==> config.mk <==
export PLATFORM = sky130hd
export DESIGN_NAME = psum_pass_sched
export DESIGN_NICKNAME = d
export VERILOG_FILES = /design/src/rtl/psum_pkg.sv /design/src/rtl/sync_fifo.sv /design/src/rtl/psum_pass_sched.sv
export SDC_FILE = /design/constraint.sdc
export NUM_CORES = 1
export LEC_CHECK = 0
export BUFFER_PORTS_ARGS = -buffer_cell sky130_fd_sc_hd__buf_2
export CELL_PAD_IN_SITES_DETAIL_PLACEMENT = 1
export CELL_PAD_IN_SITES_GLOBAL_PLACEMENT = 1
export CORE_MARGIN = 2
export CORE_UTILIZATION = 44
export DETAILED_ROUTE_END_ITERATION = 7
export PLACE_DENSITY_LB_ADDON = 0.1
export REMOVE_ABC_BUFFERS = 1
export SLEW_MARGIN = 20
export SYNTH_ARGS = -nofsm -noshare
export SYNTH_HDL_FRONTEND = slang
export SYNTH_SLANG_ARGS = --single-unit
==> constraint.sdc <==
create_clock -name clk -period 4.6 [get_ports clk]
set_input_delay 0.92 -clock clk [delete_from_list [all_inputs] [get_ports clk]]
set_output_delay 0.92 -clock clk [all_outputs]
set_load 0.05 [all_outputs]
==> src/rtl/psum_pkg.sv <==
// Shared types and default widths for the partial-sum pass scheduler.
package psum_pkg;

  localparam int unsigned LANE_WIDTH     = 8;
  localparam int unsigned LANES          = 4;
  localparam int unsigned DATA_WIDTH_DEF = LANES * LANE_WIDTH;
  localparam int unsigned ADDR_WIDTH_DEF = 32;
  localparam int unsigned CNT_WIDTH_DEF  = 16;

  // Scheduler phases: who owns the buffer port and what it is doing.
  typedef enum logic [1:0] {
    ST_IDLE  = 2'd0,
    ST_ACCUM = 2'd1,
    ST_FLUSH = 2'd2,
    ST_DRAIN = 2'd3
  } state_e;

endpackage

==> src/rtl/sync_fifo.sv <==
// Small synchronous FIFO; head word is visible on dout while not empty.
module sync_fifo #(
  parameter int unsigned WIDTH = 32,
  parameter int unsigned DEPTH = 4,
  localparam int unsigned AW   = $clog2(DEPTH)
) (
  input  logic             clk,
  input  logic             rst,
  input  logic             push,
  input  logic             pop,
  input  logic [WIDTH-1:0] din,
  output logic [WIDTH-1:0] dout,
  output logic             empty,
  output logic             full,
  output logic [AW:0]      count
);

  logic [WIDTH-1:0] mem_q [DEPTH];
  logic [AW-1:0]    wr_ptr_q;
  logic [AW-1:0]    rd_ptr_q;
  logic [AW:0]      count_q;
  logic             wr_en;
  logic             rd_en;

  assign empty = (count_q == '0);
  assign full  = (count_q == (AW+1)'(DEPTH));
  assign count = count_q;
  assign dout  = mem_q[rd_ptr_q];
  assign wr_en = push && !full;
  assign rd_en = pop && !empty;

  // Storage, pointers and occupancy; reset discards all contents.
  always_ff @(posedge clk or negedge rst) begin
    if (!rst) begin
      for (int i = 0; i < int'(DEPTH); i++) mem_q[i] <= '0;
      wr_ptr_q <= '0;
      rd_ptr_q <= '0;
      count_q  <= '0;
    end else begin
      if (wr_en) begin
        mem_q[wr_ptr_q] <= din;
        wr_ptr_q        <= wr_ptr_q + AW'(1);
      end
      if (rd_en) rd_ptr_q <= rd_ptr_q + AW'(1);
      case ({wr_en, rd_en})
        2'b10:   count_q <= count_q + (AW+1)'(1);
        2'b01:   count_q <= count_q - (AW+1)'(1);
        default: count_q <= count_q;
      endcase
    end
  end

  // A push into a full FIFO would silently drop a word.
  assert property (@(posedge clk) disable iff (!rst) !(push && full && !pop))
    else $error("sync_fifo: push while full");

endmodule

==> src/rtl/psum_pass_sched.sv <==
// Owns the partial-sum buffer port: lends it to the accumulator for npass
// passes, then drains and zero-clears the npix accumulated words.
module psum_pass_sched
  import psum_pkg::*;
#(
  parameter int unsigned DATA_WIDTH = DATA_WIDTH_DEF,
  parameter int unsigned ADDR_WIDTH = ADDR_WIDTH_DEF,
  parameter int unsigned CNT_WIDTH  = CNT_WIDTH_DEF,
  parameter int unsigned MEM_DELAY  = 1,
  parameter int unsigned FIFO_DEPTH = 4
) (
  input  logic                  clk,
  input  logic                  rst,
  input  logic                  start,
  input  logic [CNT_WIDTH-1:0]  cfg_npass,
  input  logic [CNT_WIDTH-1:0]  cfg_npix,
  output logic                  busy,
  output logic                  done,
  output logic                  acc_first,
  output logic                  acc_en,
  input  logic                  psum_knx_end,
  input  logic [ADDR_WIDTH-1:0] acc_radd,
  input  logic                  acc_rden,
  input  logic [ADDR_WIDTH-1:0] acc_wadd,
  input  logic                  acc_wren,
  input  logic [DATA_WIDTH-1:0] acc_idat,
  output logic [ADDR_WIDTH-1:0] mem_radd,
  output logic                  mem_rden,
  output logic [ADDR_WIDTH-1:0] mem_wadd,
  output logic                  mem_wren,
  output logic [DATA_WIDTH-1:0] mem_idat,
  input  logic [DATA_WIDTH-1:0] mem_odat,
  input  logic                  mem_oval,
  output logic [DATA_WIDTH-1:0] out_dat,
  output logic                  out_vld,
  input  logic                  out_rdy
);

  localparam int unsigned FA  = $clog2(FIFO_DEPTH);
  localparam int unsigned CW  = FA + 1;
  localparam int unsigned TMO = MEM_DELAY + 3;

  state_e                state_q, state_d;
  logic [CNT_WIDTH-1:0]  npass_q, npass_d;
  logic [CNT_WIDTH-1:0]  npix_q, npix_d;
  logic [CNT_WIDTH-1:0]  pass_cnt_q, pass_cnt_d;
  logic [CNT_WIDTH-1:0]  wr_cnt_q, wr_cnt_d;
  logic [CNT_WIDTH-1:0]  tmo_q, tmo_d;
  logic [CNT_WIDTH-1:0]  rd_ptr_q, rd_ptr_d;
  logic [CNT_WIDTH-1:0]  pop_cnt_q, pop_cnt_d;
  logic [CW-1:0]         outst_q, outst_d;
  logic                  clr_vld_q, clr_vld_d;
  logic [ADDR_WIDTH-1:0] clr_addr_q, clr_addr_d;
  logic                  done_q, done_d;
  logic                  busy_q, busy_d;
  logic                  acc_en_q, acc_en_d;
  logic                  acc_first_q, acc_first_d;

  logic [CW-1:0]         fifo_count;
  logic                  fifo_empty;
  logic                  fifo_full;
  logic [CW:0]           occ_sum;
  logic                  issue;
  logic                  push;
  logic                  pop;

  // Reads are only issued while every in-flight word already has a FIFO slot.
  assign occ_sum = (CW+1)'(fifo_count) + (CW+1)'(outst_q);
  assign issue   = (state_q == ST_DRAIN) && (rd_ptr_q < npix_q) && !fifo_full &&
                   (occ_sum < (CW+1)'(FIFO_DEPTH));
  assign push    = (state_q == ST_DRAIN) && mem_oval;
  assign pop     = !fifo_empty && out_rdy;

  assign out_vld   = !fifo_empty;
  assign busy      = busy_q;
  assign done      = done_q;
  assign acc_en    = acc_en_q;
  assign acc_first = acc_first_q;

  sync_fifo #(
    .WIDTH (DATA_WIDTH),
    .DEPTH (FIFO_DEPTH)
  ) u_fifo (
    .clk   (clk),
    .rst   (rst),
    .push  (push),
    .pop   (pop),
    .din   (mem_odat),
    .dout  (out_dat),
    .empty (fifo_empty),
    .full  (fifo_full),
    .count (fifo_count)
  );

  // State, counters and registered status outputs.
  always_ff @(posedge clk or negedge rst) begin
    if (!rst) begin
      state_q     <= ST_IDLE;
      npass_q     <= '0;
      npix_q      <= '0;
      pass_cnt_q  <= '0;
      wr_cnt_q    <= '0;
      tmo_q       <= '0;
      rd_ptr_q    <= '0;
      pop_cnt_q   <= '0;
      outst_q     <= '0;
      clr_vld_q   <= 1'b0;
      clr_addr_q  <= '0;
      done_q      <= 1'b0;
      busy_q      <= 1'b0;
      acc_en_q    <= 1'b0;
      acc_first_q <= 1'b0;
    end else begin
      state_q     <= state_d;
      npass_q     <= npass_d;
      npix_q      <= npix_d;
      pass_cnt_q  <= pass_cnt_d;
      wr_cnt_q    <= wr_cnt_d;
      tmo_q       <= tmo_d;
      rd_ptr_q    <= rd_ptr_d;
      pop_cnt_q   <= pop_cnt_d;
      outst_q     <= outst_d;
      clr_vld_q   <= clr_vld_d;
      clr_addr_q  <= clr_addr_d;
      done_q      <= done_d;
      busy_q      <= busy_d;
      acc_en_q    <= acc_en_d;
      acc_first_q <= acc_first_d;
    end
  end

  // Next-state: pass sequencing, flush exit and drain bookkeeping.
  always_comb begin
    state_d    = state_q;
    npass_d    = npass_q;
    npix_d     = npix_q;
    pass_cnt_d = pass_cnt_q;
    wr_cnt_d   = wr_cnt_q;
    tmo_d      = tmo_q;
    rd_ptr_d   = rd_ptr_q;
    pop_cnt_d  = pop_cnt_q;
    outst_d    = outst_q;
    clr_vld_d  = 1'b0;
    clr_addr_d = clr_addr_q;
    done_d     = 1'b0;

    case (state_q)
      ST_IDLE: begin
        if (start) begin
          state_d    = ST_ACCUM;
          npass_d    = (cfg_npass == '0) ? CNT_WIDTH'(1) : cfg_npass;
          npix_d     = (cfg_npix == '0) ? CNT_WIDTH'(1) : cfg_npix;
          pass_cnt_d = '0;
          wr_cnt_d   = '0;
          tmo_d      = '0;
          rd_ptr_d   = '0;
          pop_cnt_d  = '0;
          outst_d    = '0;
        end
      end
      ST_ACCUM: begin
        if (acc_wren) wr_cnt_d = wr_cnt_q + CNT_WIDTH'(1);
        if (psum_knx_end) begin
          if (pass_cnt_q == npass_q - CNT_WIDTH'(1)) begin
            state_d = ST_FLUSH;
            tmo_d   = '0;
          end else begin
            pass_cnt_d = pass_cnt_q + CNT_WIDTH'(1);
            wr_cnt_d   = '0;
          end
        end
      end
      ST_FLUSH: begin
        if (acc_wren) begin
          wr_cnt_d = wr_cnt_q + CNT_WIDTH'(1);
          tmo_d    = '0;
        end else begin
          tmo_d = tmo_q + CNT_WIDTH'(1);
        end
        // Leave once the last pass has fully landed, or the writer went quiet.
        if ((wr_cnt_q >= npix_q) || (!acc_wren && (tmo_q == CNT_WIDTH'(TMO - 1))))
          state_d = ST_DRAIN;
      end
      ST_DRAIN: begin
        if (issue) begin
          rd_ptr_d   = rd_ptr_q + CNT_WIDTH'(1);
          clr_vld_d  = 1'b1;
          clr_addr_d = ADDR_WIDTH'(rd_ptr_q);
        end
        outst_d = outst_q + CW'(issue) - CW'(push);
        if (pop) begin
          pop_cnt_d = pop_cnt_q + CNT_WIDTH'(1);
          if (pop_cnt_q == npix_q - CNT_WIDTH'(1)) begin
            done_d  = 1'b1;
            state_d = ST_IDLE;
          end
        end
      end
      default: state_d = ST_IDLE;
    endcase

    busy_d      = (state_d != ST_IDLE);
    acc_en_d    = (state_d == ST_ACCUM);
    acc_first_d = (state_d == ST_ACCUM) && (pass_cnt_d == '0);
  end

  // Buffer port mux: accumulator while accumulating/flushing, drain engine after.
  always_comb begin
    mem_radd = '0;
    mem_rden = 1'b0;
    mem_wadd = '0;
    mem_wren = 1'b0;
    mem_idat = '0;
    case (state_q)
      ST_ACCUM, ST_FLUSH: begin
        mem_radd = acc_radd;
        mem_rden = acc_rden;
        mem_wadd = acc_wadd;
        mem_wren = acc_wren;
        mem_idat = acc_idat;
      end
      ST_DRAIN: begin
        mem_radd = ADDR_WIDTH'(rd_ptr_q);
        mem_rden = issue;
        mem_wadd = clr_addr_q;
        mem_wren = clr_vld_q;
        mem_idat = '0;
      end
      default: ;
    endcase
  end

endmodule
* Yosys cells after proc, flatten, opt, wreduce, memory -nomap -nowiden
Cells that the tools add are included.
Word-level totals: flip-flop bits (word level) 273, bits of input ports 168, output and inout bits 135, word-level logic and storage cells 135
Operators by class: $add $sub $neg 14, order comparisons 6, equal/unequal tests 15, muxes and demuxes 45, bitwise gates (word level) 2, reductions and logical operators 31
Operator list (number):
- 16-bit 2-to-1 mux | 14
- 128-bit bitwise mux | 1
- 32-bit 2-to-1 mux | 4
- 32-bit case mux with 2 select lines | 2
- 16-bit case mux with 2 select lines | 3
- 16-bit case mux with 3 select lines | 2
- 16-bit by 1-bit adder with 16-bit output (second input constant) | 5
- 32-bit binary-select mux with 2-bit select | 1
- 32-bit demux with 2-bit select | 1
- 16-bit zero test | 3
- 16-bit == test | 2
- 16-bit by 1-bit subtractor with 16-bit output (second input constant) | 2
- 16-bit by 2-bit == test with 1-bit output (second input constant) | 1
- 16-bit greater-or-equal comparator | 1
- 16-bit less-than comparator | 1
- 2-bit 2-to-1 mux | 6
- 3-bit case mux with 2 select lines | 2
- 1-bit logical AND | 10
- 2-bit inequality test (second input constant) | 4
- 2-bit case mux with 4 select lines | 1
- 2-bit AND reduction | 4
- 2-bit by 1-bit == test with 1-bit output (second input constant) | 3
- 2-bit == test (second input constant) | 3
- 3-bit greater-or-equal comparator (second input constant) | 2
- 23 further kinds | 35

* Longest topological paths before layout
Gate-level depths: netlist (run 1).
depth in word-level cells 7, gate-level depth with buffers 20, mapped depth without buffers 18

* Cells and area by module
From an unflattened synthesis (run 1), not the netlist that was laid out.
Unflattened totals: cells, all modules 1549, area, all modules 15929.0 µm²
Modules (own cells, without submodules):
- psum_pass_sched | times used 1, cells each 1201, area an instance 9965.8 µm²
- sync_fifo | times used 1, cells each 348, area an instance 5963.2 µm²

* Least setup slack after synthesis (run 1)
Ideal clock, no wire load.
path type register to output, start point register npix_q[2], end point output mem_rden, arrival 3.619 ns, required time 3.680 ns, setup slack 0.061 ns, stages on the path, launching flop included 14, path buffers 3, cells stage by stage dfrtp_1 -> clkbuf_1 -> inv_1 -> ha_1 -> a21o_1 -> a21o_1 -> a21o_1 -> a21o_1 -> a211o_1 -> a211oi_2 -> inv_1 -> clkbuf_1 -> buf_1 -> a21oi_1
On the way: longest elaborated chain between the ends 5
RTL lines:
- start, declared | line psum_pass_sched.sv:45 | logic [CNT_WIDTH-1:0] npix_q, npix_d;
- start signal, assigned | line psum_pass_sched.sv:116 | npix_q <= npix_d;
- 16-bit less-than comparator | line psum_pass_sched.sv:69 | assign issue = (state_q == ST_DRAIN) && (rd_ptr_q < npix_q) && !fifo_full &&
- 1-bit logical AND (3 in a row) | line psum_pass_sched.sv:69
- 1-bit case mux with 2 select lines | line psum_pass_sched.sv:214 | case (state_q)
- end, declared | line psum_pass_sched.sv:28 | output logic mem_rden,
Every way passes these cells.

* Worst setup path after layout (run 1)
start point register npix_q[1], end point output mem_rden
The elaborated chain is that of the path after synthesis.

==> impl_metrics.env, run 1 <==
export IMPL_finalSetupViolCount=0
export IMPL_wirelength_um=42700
export IMPL_arrival_ps=3440
export IMPL_drv_slew=0
export IMPL_final_nets=1926
export IMPL_insertion_delay_ps=580
export IMPL_vias=12100
export IMPL_place_worst_setup_slack_ps=615
export IMPL_grt_overflow_total=0
export IMPL_status="completed"
export IMPL_syn_area_um2=15300
export IMPL_syn_to_final_growth_pct=20.5
export IMPL_worstPathMaxFanout=10
export IMPL_synth_top_cell_area_share=0.448
export IMPL_route_detailed_drc=0
export IMPL_critical_path_max_stage_delay_ps=400
export IMPL_synth_seq_cells=273
export IMPL_cp_common_cell="a21o_1"
export IMPL_cts_clk_slew_worst_paths_ps=60
export IMPL_rsz0062_at_grt="false"
export IMPL_stdcell_area_um2=18400
export IMPL_synth_most_common_cell="dfrtp_1"
export IMPL_antenna_found_initial=1
export IMPL_avgViaCountPerCell=5.53
export IMPL_setup_tns_ps=0
export IMPL_gp_routability_congestion=0.864
export IMPL_pin_count=303
export IMPL_ys_top_cells_by_area="dfrtp_1 45%, mux2_2 12%, mux4_2 4.7%, ha_1 4.3%, o21ai_0 3.1%"
export IMPL_cts_resized=0
export IMPL_htree_levels=1
export IMPL_cts_hold_fix_buffers=0
export IMPL_synth_cells=1414
export IMPL_place_inst=2125
export IMPL_place_area_um2=17300
export IMPL_max_freq_ghz=0.229
export IMPL_clock_skew_ps=27.2
export IMPL_fp_coreArea_um2=34400
export IMPL_avgRoutedWirePerCell_um=19.5
export IMPL_num_rows=68
export IMPL_crit_required_ps=3680
export IMPL_crit_path_cell_trace="inv_1 > ha_1 > a21o_1 > a21o_1 > a21o_1 > a21o_1 > a21o_1 > a211o_1 > a211oi_2 > buf_4 > inv_1 > a21oi_1 > buf_2"
export IMPL_cp_start_kind="register"
export IMPL_postCtsSetupBuffers=0
export IMPL_grt_total_usage=0.234
export IMPL_worst_setup_path_type="register to output pin"
export IMPL_slew_headroom=0.360
export IMPL_critical_path_slowest_cell="dfrtp_1"
export IMPL_synth_ff_type="dfrtp_1"
export IMPL_cts_root_buffer="clkbuf_16"
export IMPL_p_leak_uw=0.00915
export IMPL_antenna_left=0
export IMPL_drive_above_1_share=0.343
export IMPL_ys_types=79
export IMPL_maxCapViolCount=0
export IMPL_final_cells=2184
export IMPL_clock_sinks=273
export IMPL_setup_ws_ps=240
export IMPL_die_area_um2=36200
export IMPL_postSynth_asyncResetShare=1.00
export IMPL_die_y_um=190
export IMPL_numCtsBuffers=31
export IMPL_hold_class="input port to asynchronous set/reset pin"
export IMPL_netlist_top_cells_count="273 x dfrtp_1, 156 x mux2_2, 94 x o21ai_0"
export IMPL_seq_area_frac_synth=0.448
export IMPL_clockBufferDepth=3
export IMPL_grt_start_max_net_pins=110
export IMPL_yosysWarnings=0
export IMPL_grt_pass1_wl_um=67800
export IMPL_period_share=0.948
export IMPL_finalHoldViolations=0
export IMPL_die_w_um=190
export IMPL_first_iter_violations=571
export IMPL_utilization=0.535
export IMPL_initial_core_util=0.444
export IMPL_port_buffers=302
export IMPL_powerDensity_nw_per_um2=304
export IMPL_irDropWorstVdd_mv=0.294
export IMPL_dp_hpwl_um=31000
export IMPL_tightest_slew_ps=960
export IMPL_grt_pass1_vias=12500
export IMPL_syn_area_per_cell_um2=10.8
export IMPL_cts_tree="done"
export IMPL_synth_edff_count=0
export IMPL_drt_pass1_iter_count=4
export IMPL_endpoint_kind="output pin"
export IMPL_finalWorstPathRequiredPeriod_ps=4360
export IMPL_synth_area_leader_cell="dfrtp_1"
per-layer routing:
metal  wire length [µm]  vias up  GRT usage
li1                   -     5697          -
met1              18700     6031      0.309
met2              21100      300      0.411
met3               2230       47     0.0325
met4                648        0     0.0468
met5                  0        -          0
cells in the final DEF (no fill, tap or decap), types with 22 or more instances in the layout:
master / Yosys / routed
buf_4: 0 / 22
o21ai_0: 94 / 94
nor3_1: 24 / 24
ha_1: 53 / 53
nor2_1: 86 / 84
xnor2_1: 44 / 44
nand3_1: 27 / 27
nand4_1: 25 / 25
buf_2: 2 / 301
mux4_2: 32 / 32
xor2_1: 32 / 32
nand2_1: 88 / 88
mux2_2: 156 / 156
a22o_1: 35 / 35
a21oi_1: 38 / 38
inv_1: 58 / 58
clkbuf_16: 0 / 31
and2_1: 70 / 70
dfrtp_1: 273 / 271
path summary, 6_finish.rpt:
kind                           startpoint                 end  slack [ps]  depth (start not counted)
max                             npix_q[1]            mem_rden         240                         13
min                                   rst   u_fifo.mem_q[108]         400                          1
max reg2reg                    npass_q[0]            tmo_q[5]         550                         12
min reg2reg                clr_addr_q[10]      clr_addr_q[10]         480                          2
max in group asynchronous             rst  u_fifo.rd_ptr_q[1]        3240                          2
min in group clk           clr_addr_q[10]      clr_addr_q[10]         480                          2
cell type report:
cell class                 instances  area [µm²]
clock inverter                    17         218
sequential                       273        6830
tap                              455         569
inverter                          58         218
fill                            3836       16000
clock buffer                      41         873
timing repair buffer             326        1730
antenna                            1        2.50
multi-input combinational       1013        7930
worst max-delay path, delay by kind of cell, from the launching register on:
family	cells	cell delay (ps)
compound gates	8	1460
fa+ha+maj	1	260
buf+inv	4	750
flops	1	400
sequential cells by signal, indices dropped and copies added (netlist names):
| register | cells |
|---|---|
| pop_cnt_q | 16 |
| acc_en | 1 |
| npass_q | 16 |
| u_fifo.wr_ptr_q | 2 |
| busy | 1 |
| outst_q | 3 |
| u_fifo.mem_q | 128 |
| state_q | 2 |
| clr_addr_q | 16 |
| pass_cnt_q | 16 |
| clr_vld_q | 1 |
| acc_first | 1 |
| done | 1 |
| npix_q | 16 |
| wr_cnt_q | 16 |
| u_fifo.rd_ptr_q | 2 |
| rd_ptr_q | 16 |
| u_fifo.count | 3 |
| tmo_q | 16 |
cell families after synthesis:
| group | synth area share |
|---|---|
| and+or+nand+nor | 0.150 |
| buffers and inverters | 0.0329 |
| AOI/OAI and AO/OA | 0.114 |
| adders and majority gates | 0.0461 |
| xor gates and xnor gates | 0.0436 |
| muxes | 0.166 |
| DFF | 0.448 |
stage by stage:
step                      hold WS [ps]  power, µW
after CTS                          429       5670
after floorplan                    451       2810
after global routing               447       5800
after global placement             466       3030
final                              397       5590
after detailed placement           479       3040
power by group:
part           internal, µW  total [µW]  switching, µW  leakage, µW
registers              2420        2470           49.6      0.00364
clock network          1570        2600           1030     0.000529
logic                   176         518            341      0.00498
total                  4170        5590           1430      0.00915
Power figures use the tool's default switching activity.
==> run 2, diff against run 1 <==
Settings changed: CORE_UTILIZATION 44 to 47, SKIP_CTS_REPAIR_TIMING set to 1.
Clock period 4.6 ns to 5.3 ns, I/O delays scaled along.
==> run 2 against run 1 <==
Compared with the run above: clock skew is 7.4 ps lower; total power is 13% lower; combinational power is 13% lower; core utilization is 4.2 points higher; clock-buffer cell count is 8 higher; critical path depth stayed put; first-iteration DRC count is 15% higher; sequential power is 13% lower; wire length is 4.2% higher; highest routed layer is now met5.
==> impl_metrics.env, run 2 (synthesis gave the netlist of run 1 again) <==
export IMPL_grt_total_usage=0.257
export IMPL_place_inst=2070
export IMPL_final_cells=2135
export IMPL_cts_tree="done"
export IMPL_setup_tns_ps=0
export IMPL_initial_core_util=0.481
export IMPL_clockBufferDepth=3
export IMPL_die_y_um=184
export IMPL_largest_reg_flops=128
export IMPL_powerDensity_nw_per_um2=265
export IMPL_first_iter_violations=656
export IMPL_worst_setup_path_type="register to output pin"
export IMPL_cts_root_buffer="clkbuf_16"
export IMPL_worstPathMaxFanout=10
export IMPL_setup_ws_ps=755
export IMPL_endpoint_kind="output pin"
export IMPL_grt_pass1_wl_um=68600
export IMPL_drv_slew=0
export IMPL_arrival_ps=3480
export IMPL_critical_path_slowest_cell="dfrtp_1"
export IMPL_drive_above_1_share=0.338
export IMPL_p_sw_frac=0.256
export IMPL_avgViaCountPerCell=5.76
export IMPL_vias=12300
export IMPL_rsz0062_at_grt="false"
export IMPL_port_buffers=302
export IMPL_stdcell_area_um2=18300
export IMPL_critPathBufInv=4
export IMPL_hold_class="register to register"
export IMPL_final_cell_mix="301 x buf_2, 272 x dfrtp_1, 156 x mux2_2, 94 x o21ai_0, 88 x nand2_1"
export IMPL_die_w_um=184
export IMPL_die_area_um2=33900
export IMPL_place_area_um2=17200
export IMPL_numCtsBuffers=34
export IMPL_htree_levels=2
export IMPL_final_common_cell="buf_2"
export IMPL_cp_top_family="compound AO/OA/AOI/OAI gates"
export IMPL_clkPwrFrac=0.463
export IMPL_critical_path_max_stage_delay_ps=400
export IMPL_p_leak_uw=0.00914
export IMPL_combPwrFrac=0.093
export IMPL_irDropWorstVdd_mv=0.357
export IMPL_finalSetupViolCount=0
export IMPL_route_detailed_drc=0
export IMPL_status="completed"
export IMPL_finalHoldViolations=0
export IMPL_cp_start_kind="register"
export IMPL_grt_pass1_vias=12500
export IMPL_wirelength_um=44500
export IMPL_fp_coreArea_um2=31700
export IMPL_syn_to_final_growth_pct=19.9
export IMPL_nFillCells=3545
export IMPL_antenna_found_initial=6
export IMPL_p_seq_frac=0.443
export IMPL_avgRoutedWirePerCell_um=20.8
export IMPL_num_rows=65
export IMPL_top_register="u_fifo.mem_q"
export IMPL_max_freq_ghz=0.220
export IMPL_clock_skew_ps=19.8
export IMPL_place_worst_setup_slack_ps=1220
export IMPL_gp_routability_congestion=0.849
export IMPL_cts_clk_slew_worst_paths_ps=60
export IMPL_grt_start_max_net_pins=126
export IMPL_dp_hpwl_um=32000
export IMPL_maxCapViolCount=0
export IMPL_period_share=0.858
export IMPL_cp_common_cell="a21o_1"
export IMPL_finalWorstPathRequiredPeriod_ps=4540
export IMPL_insertion_delay_ps=520
export IMPL_slew_headroom=0.336
export IMPL_clock_sinks=273
export IMPL_antenna_left=0
export IMPL_final_nets=1927
export IMPL_crit_required_ps=4240
export IMPL_pin_count=303
export IMPL_drt_pass1_iter_count=4
export IMPL_crit_path_cell_trace="inv_1 > ha_1 > a21o_1 > a21o_1 > a21o_1 > a21o_1 > a21o_1 > a211o_1 > a211oi_2 > buf_4 > inv_1 > a21oi_1 > buf_2"
export IMPL_tightest_slew_ps=997
export IMPL_internal_power_uw=3610
export IMPL_grt_overflow_total=0
export IMPL_power_switching_uw=1240
run 2: changes by cell type in the layout (fill, tap and decap cells not counted), moves of 2 or more:
cell / before / now
buf_4: 22 / 20
bufinv_16: 4 / 2
clkbuf_1: 4 / 11
clkbuf_16: 31 / 34
clkbuf_8: 6 / 4
clkinvlp_4: 4 / 1
diode_2: 1 / 4
run 2: cell type report:
| type | count | area, µm² | share of cell area |
|---|---|---|---|
| timing repair buffer | 324 | 1710 | 0.0936 |
| antenna | 4 | 10.0 | 0.000547 |
| inverter | 58 | 218 | 0.0119 |
| sequential | 273 | 6830 | 0.374 |
| multi-input combinational | 1013 | 7930 | 0.434 |
| tap | 402 | 503 | 0.0275 |
| clock inverter | 12 | 135 | 0.00739 |
| clock buffer | 49 | 947 | 0.0518 |
run 2: final timing paths:
path | from | end | slack, ps | depth (start not counted)
worst max-delay path | npix_q[1] | mem_rden | 760 | 13
worst min-delay path | clr_addr_q[10] | clr_addr_q[10] | 500 | 2
worst max register to register | npass_q[0] | acc_first | 1160 | 13
worst min register to register | clr_addr_q[10] | clr_addr_q[10] | 500 | 2
max in group asynchronous | rst | clr_addr_q[1] | 3480 | 2
min in group asynchronous | rst | wr_cnt_q[11] | 610 | 1
run 2: stage by stage:
stage          utilization  total power, µW  hold slack (ps)
4_1_cts              0.576             4900              501
6_report             0.577             4850              498
3_3_place_gp         0.542             2630              464
5_1_grt              0.577             5020              508
2_1_floorplan            -             2430              451
3_5_place_dp         0.542             2640              489
run 2: power by group through the flow:
| stage | logic [µW] | registers (µW) | clock network, µW |
|---|---|---|---|
| floorplan | 266 | 2170 | 0 |
| global placement | 443 | 2180 | 0 |
| finish | 453 | 2150 | 2250 |
| global route | 487 | 2150 | 2380 |
| CTS | 457 | 2150 | 2300 |
| detailed placement | 453 | 2180 | 0 |
run 2: worst register-to-register path, cell delays in order, from the launching register on:
cell and delay (ps):
dfrtp_1 450, inv_1 110, ha_1 210, nor4b_2 500
nand2_1 230, o311ai_0 390, a211oi_1 130, and4_4 200
a21boi_4 240, o21ai_0 190, a2111oi_2 380, or4b_1 480
nor4_1 330, and4bb_1 240
run 2: metal layers:
metal  vias to the layer above  GRT usage  share of wire
li1                       5713          -              -
met1                      6231      0.319           0.41
met2                       295      0.461           0.51
met3                        61     0.0407          0.051
met4                         4     0.0774          0.027
met5                         -          0        0.00061
